File: config.mk
export PLATFORM = sky130hd
export DESIGN_NAME = fp32_accum
export DESIGN_NICKNAME = d
export VERILOG_FILES = /design/src/rtl/fp32_pkg.sv /design/src/rtl/fp32_add_comb.sv /design/src/rtl/fp32_accum.sv
export SDC_FILE = /design/constraint.sdc
export NUM_CORES = 1
export LEC_CHECK = 0
export CORE_AREA = 5 5 177 162
export DETAILED_ROUTE_END_ITERATION = 10
export DIE_AREA = 0 0 182 167
export PLACE_DENSITY = 0.71
export RECOVER_POWER = 50
export SLEW_MARGIN = 0
export SYNTH_ARGS = -nofsm -noshare
export SYNTH_HDL_FRONTEND = slang
export SYNTH_HIERARCHICAL = 1
export SYNTH_SLANG_ARGS = --single-unit
File: constraint.sdc
create_clock -name clk -period 14.7 [get_ports clk]
set_input_delay 2.94 -clock clk [delete_from_list [all_inputs] [get_ports clk]]
set_output_delay 2.94 -clock clk [all_outputs]
set_load 0.01 [all_outputs]
File: src/rtl/fp32_pkg.sv
// ============================================================================
// Module      : fp32_pkg
// Description : Shared FP32 field widths, constants and accumulator states.
// Revision    : 1.0 - initial release
// ============================================================================
`default_nettype none

package fp32_pkg;

  localparam int EXP_W = 8;
  localparam int MAN_W = 23;
  localparam int BIAS  = 127;

  localparam logic [31:0] FP_ZERO = 32'h0000_0000;
  localparam logic [31:0] FP_ONE  = 32'h3F80_0000;

  typedef enum logic [1:0] {
    S_IDLE = 2'd0,
    S_ACC  = 2'd1,
    S_DONE = 2'd2
  } state_e;

endpackage

`default_nettype wire

File: src/rtl/fp32_add_comb.sv
// ============================================================================
// Module      : fp32_add_comb
// Description : Combinational binary32 adder, truncating, no subnormals/NaN.
// Revision    : 1.0 - initial release
// ============================================================================
`default_nettype none

module fp32_add_comb
  import fp32_pkg::*;
(
  input  logic [31:0] a_i,
  input  logic [31:0] b_i,
  output logic [31:0] sum_o
);

  logic             a_big;
  logic             s_big;
  logic             same_sign;
  logic [EXP_W-1:0] e_big;
  logic [EXP_W-1:0] e_sml;
  logic [EXP_W-1:0] e_diff;
  logic [EXP_W:0]   e_inc;
  logic [MAN_W:0]   m_big;
  logic [MAN_W:0]   m_sml;
  logic [MAN_W:0]   m_al;
  logic [MAN_W+1:0] m_sum;
  logic [MAN_W:0]   m_diff;
  logic [4:0]       lz;

  always_comb begin
    // Order by magnitude so the subtract path never goes negative.
    a_big     = (a_i[30:0] >= b_i[30:0]);
    s_big     = a_big ? a_i[31] : b_i[31];
    same_sign = (a_i[31] == b_i[31]);
    e_big     = a_big ? a_i[30:23] : b_i[30:23];
    e_sml     = a_big ? b_i[30:23] : a_i[30:23];
    m_big     = {1'b1, (a_big ? a_i[22:0] : b_i[22:0])};
    m_sml     = {1'b1, (a_big ? b_i[22:0] : a_i[22:0])};
    e_diff    = e_big - e_sml;
    m_al      = (e_diff >= 8'd24) ? '0 : (m_sml >> e_diff);
    m_sum     = {1'b0, m_big} + {1'b0, m_al};
    m_diff    = m_big - m_al;
    e_inc     = {1'b0, e_big} + 9'd1;

    lz = '0;
    for (int i = 0; i <= MAN_W; i++) begin
      if (m_diff[i]) lz = 5'(MAN_W - i);
    end

    sum_o = FP_ZERO;
    if (a_i[30:23] == '0) begin
      sum_o = b_i;
    end else if (b_i[30:23] == '0) begin
      sum_o = a_i;
    end else if (same_sign) begin
      if (m_sum[MAN_W+1]) begin
        if (e_inc == 9'd255) sum_o = {s_big, 8'hFF, 23'd0};
        else                 sum_o = {s_big, e_inc[7:0], m_sum[MAN_W:1]};
      end else begin
        sum_o = {s_big, e_big, m_sum[MAN_W-1:0]};
      end
    end else if (m_diff != '0) begin
      // Flush to +0 when normalising would drive the exponent to 0 or below.
      if ({3'd0, lz} < e_big)
        sum_o = {s_big, e_big - {3'd0, lz}, 23'(m_diff << lz)};
    end
  end

endmodule

`default_nettype wire

File: src/rtl/fp32_accum.sv
// ============================================================================
// Module      : fp32_accum
// Description : Bias-seeded FP32 stream accumulator with optional ReLU output.
// Revision    : 1.0 - initial release
// ============================================================================
`default_nettype none

module fp32_accum
  import fp32_pkg::*;
#(
  parameter int LEN_W   = 12,
  parameter bit RELU_EN = 1'b1
) (
  input  logic             clk,
  input  logic             rst,
  input  logic             start,
  input  logic [LEN_W-1:0] len,
  input  logic [31:0]      bias,
  input  logic             in_valid,
  output logic             in_ready,
  input  logic [31:0]      in_data,
  output logic             out_valid,
  input  logic             out_ready,
  output logic [31:0]      out_data,
  output logic             busy
);

  state_e           state_q, state_d;
  logic [31:0]      acc_q, acc_d;
  logic [LEN_W-1:0] cnt_q, cnt_d;
  logic [31:0]      out_data_q, out_data_d;
  logic [31:0]      sum;

  function automatic logic [31:0] relu_f(input logic [31:0] v);
    return (RELU_EN && v[31]) ? FP_ZERO : v;
  endfunction

  fp32_add_comb u_add (
    .a_i   (acc_q),
    .b_i   (in_data),
    .sum_o (sum)
  );

  always_comb begin
    state_d    = state_q;
    acc_d      = acc_q;
    cnt_d      = cnt_q;
    out_data_d = out_data_q;
    in_ready   = 1'b0;
    out_valid  = 1'b0;
    case (state_q)
      S_IDLE: begin
        if (start) begin
          acc_d = bias;
          cnt_d = len;
          if (len == '0) begin
            state_d    = S_DONE;
            out_data_d = relu_f(bias);
          end else begin
            state_d = S_ACC;
          end
        end
      end
      S_ACC: begin
        in_ready = 1'b1;
        if (in_valid) begin
          acc_d = sum;
          cnt_d = cnt_q - 1'b1;
          // Result is captured on the last transfer so it is stable in DONE.
          if (cnt_q == {{(LEN_W-1){1'b0}}, 1'b1}) begin
            state_d    = S_DONE;
            out_data_d = relu_f(sum);
          end
        end
      end
      S_DONE: begin
        out_valid = 1'b1;
        if (out_ready) state_d = S_IDLE;
      end
      default: state_d = S_IDLE;
    endcase
  end

  always_ff @(posedge clk) begin
    if (rst) begin
      state_q    <= S_IDLE;
      acc_q      <= FP_ZERO;
      cnt_q      <= '0;
      out_data_q <= FP_ZERO;
    end else begin
      state_q    <= state_d;
      acc_q      <= acc_d;
      cnt_q      <= cnt_d;
      out_data_q <= out_data_d;
    end
  end

  assign out_data = out_data_q;
  assign busy     = (state_q != S_IDLE);

endmodule

`default_nettype wire

==> impl_metrics.py <==
metrics = {
    "power_and_ir_drop": {
        "leakagePower_nw": 5.96,
        "powerDensity_mw_per_mm2": 241,
        "peakVddDrop_mv": 0.158,
    },
    "clocking": {
        "cts_inserted_buffers": 9,
        "cts-hold-fix-buffers": 0,
        "insertion_delay_ns": 0.34,
        "h-tree-depth": 3,
        "cts.sinks": 77,
        "clockBufferDepth": 2,
        "cts_tree": "done",
        "path_clk_slew_ns": 0.06,
        "clock-root-buffer": "clkbuf_16",
    },
    "route": {
        "first_pass_iters": 6,
        "num_vias": 15200,
        "viasPerCell": 6.70,
        "ant_nets": 0,
        "drt-total-wl_um": 53900,
        "dr.first_iter.drc_count": 2063,
        "drt-wirelength-per-cell_um": 23.7,
        "drc": 0,
    },
    "yosys": {
        "ys_types": 100,
        "ys.flop_type": "dfxtp_1",
        "synth_edf_count": 0,
        "ys_seq_elements": 77,
        "syn_nets": 2053,
        "synth-seq-area-share": 0.118,
        "async_flop_share": 0,
        "syn-cell-area_mm2": 0.0131,
        "synth_cells": 1882,
        "postSynthAreaPerCell_um2": 6.93,
        "synth_warnings": 6,
    },
    "die": {
        "core-area_mm2": 0.0266,
        "die_area_mm2": 0.0304,
        "fp.dieW_um": 182,
        "io_pins": 116,
        "die_y_um": 167,
        "placementRows": 57,
        "start_util": 0.491,
    },
    "worst_setup_path": {
        "cp_data_required_time_ns": 14.88,
        "worstPathMaxFanout": 44,
        "endpoint_kind": "flip-flop",
        "cp_slowest_cell": "a2111oi_2",
        "critPathBufInv": 6,
        "startpoint_type": "primary input",
        "critPathTopFamily": "compound AO/OA/AOI/OAI gates",
        "worstSetupPathType": "primary input to flip-flop",
        "worstPathArrival_ns": 14.13,
        "slowest_delay_ns": 0.62,
    },
    "timing": {
        "worst_pin_slew_ns": 1.66,
        "fin_ws_ns": 0.750,
        "worst_hold_slack_ns": 0.537,
        "fmax_ghz": 0.0717,
        "min_period_ns": 13.95,
        "rsz0062_at_grt": "no",
        "min_period_over_period": 0.949,
        "maxSlewHeadroom": -0.109,
        "setup_viol": 0,
        "report.final.slew_viol_count": 34,
        "finalHoldViolations": 0,
        "tns_ns": 0,
        "fin_worst_skew_ns": 0.00592,
    },
    "grt": {
        "grt_pass1_vias": 14000,
        "grt_max_degree": 79,
        "grt_overflow": 0,
        "track_usage": 0.337,
        "grt_pass1_wl_um": 82500,
        "antenna_found_initial": 0,
    },
    "finish": {
        "design_area_mm2": 0.0147,
        "finalNetCount": 2088,
        "fillers": 2664,
        "syn2layout_area_growth_pct": 12.8,
        "layout_common_cells": "199 x nand2_1, 168 x nor2_1, 145 x a21oi_1",
        "drive_gt1_frac": 0.0827,
        "num_antenna_cells": 0,
        "layout_commonest_cell": "nand2_1",
    },
    "placed_design": {
        "postPlaceCellArea_mm2": 0.0144,
        "dpl_worst_slack_ns": 0.444,
        "dpl.hpwl_um": 42300,
        "io_buffers": 114,
        "gp_congestion": 1.06,
    },
    "outcome": {
        "status": "complete, but fails checks",
        "violations": "max-capacitance violations, max-slew violations",
    },
    "min_path": {
        "min_path_type": "flip-flop to flip-flop",
    },
    "run": {
        "max-cap-violations": 1,
    },
}
[cell type report]
type,count,area (µm²),area share
multi-input cells,1553,10500,0.711
clock inverters,6,71.3,0.00484
well taps,354,443,0.0301
repair buffers,173,1580,0.107
inverters,103,387,0.0263
flip-flops and latches,77,1540,0.105
clock buffers,10,239,0.0162
[power breakdown]
part | internal (mW) | switching (mW)
Sequential | 0.256 | 0.0923
Clock | 0.137 | 0.0974
Combinational | 1.03 | 1.93
[state kept, by name, summed over array words and instances, names as in the netlist]
register / cells
state_q: 2
cnt_q: 12
acc_q: 32
out_data: 31
[per-stage QoR]
| step | std cells | util | power, mW |
|---|---|---|---|
| after floorplan | 1882 | - | 2.34 |
| after global placement | 2258 | 0.541 | 3.18 |
| after detailed placement | 2258 | 0.541 | 3.19 |
| after CTS | 2274 | 0.552 | 3.44 |
| after global routing | 2276 | 0.553 | 3.77 |
| final | 2276 | 0.553 | 3.55 |
[routing by layer]
layer / track usage / wire [µm]
met4: 0.109 / 2070
met1: 0.482 / 23500
met2: 0.508 / 23200
met5: 0 / 0
met3: 0.0683 / 5130
[tightest hold or removal path: stages (launching register included)]
cell and delay (ns):
dfxtp_1 0.34, o21ai_0 0.08, a21oi_1 0.06
[synth_stat cells (all sizes together), types with 12 or more instances]
library cell,instances,share of area
nand2,199,0.057
nor2,169,0.049
a21oi,145,0.056
o21ai,116,0.045
clkbuf,111,0.032
inv,103,0.030
nor3,101,0.039
ha,87,0.083
dfxtp,77,0.12
a311oi,69,0.061
nand3b,67,0.039
mux2i,65,0.050
xnor2,48,0.033
nand3,43,0.016
buf,38,0.021
a211oi,31,0.019
o211ai,26,0.015
a31oi,22,0.011
a21o,20,0.012
o22ai,19,0.0091
nand2b,18,0.0086
or3,18,0.0088
nor4,17,0.0098
o31ai,15,0.0086
or2,15,0.0072
and2,14,0.0067
nor2b,14,0.0067
nand4,13,0.0062
o21bai,12,0.0069
o221ai,12,0.0081
[path summary, 6_finish.rpt]
check / startpoint / to / slack, ns / cells past startpoint
setup / recovery: in_data[14] / out_data[19] / 0.75 / 45
hold reg to reg: cnt_q[2] / cnt_q[2] / 0.54 / 2
hold / removal: cnt_q[2] / cnt_q[2] / 0.54 / 2
setup reg to reg: acc_q[14] / out_data[19] / 3.51 / 43
[timing repair]
item                       4_1_cts  5_1_grt
setup endpoints to repair        0       48
buffers inserted                 0        2
gates resized for setup          0        5
[kinds of logic (layout without fill, tap and decap cells)]
group,Yosys count,in the layout,share of synthesized area
AND/OR/NAND/NOR,723,723,0.275
adder cells (fa/ha/maj),90,90,0.0880
other,1,1,0.000287
AO/OA/AOI/OAI,606,606,0.337
buffers and inverters,252,292,0.0827
multiplexers,74,74,0.0585
flip-flops,77,77,0.118
XOR/XNOR,59,59,0.0407
Power figures use the tool's default switching activity.
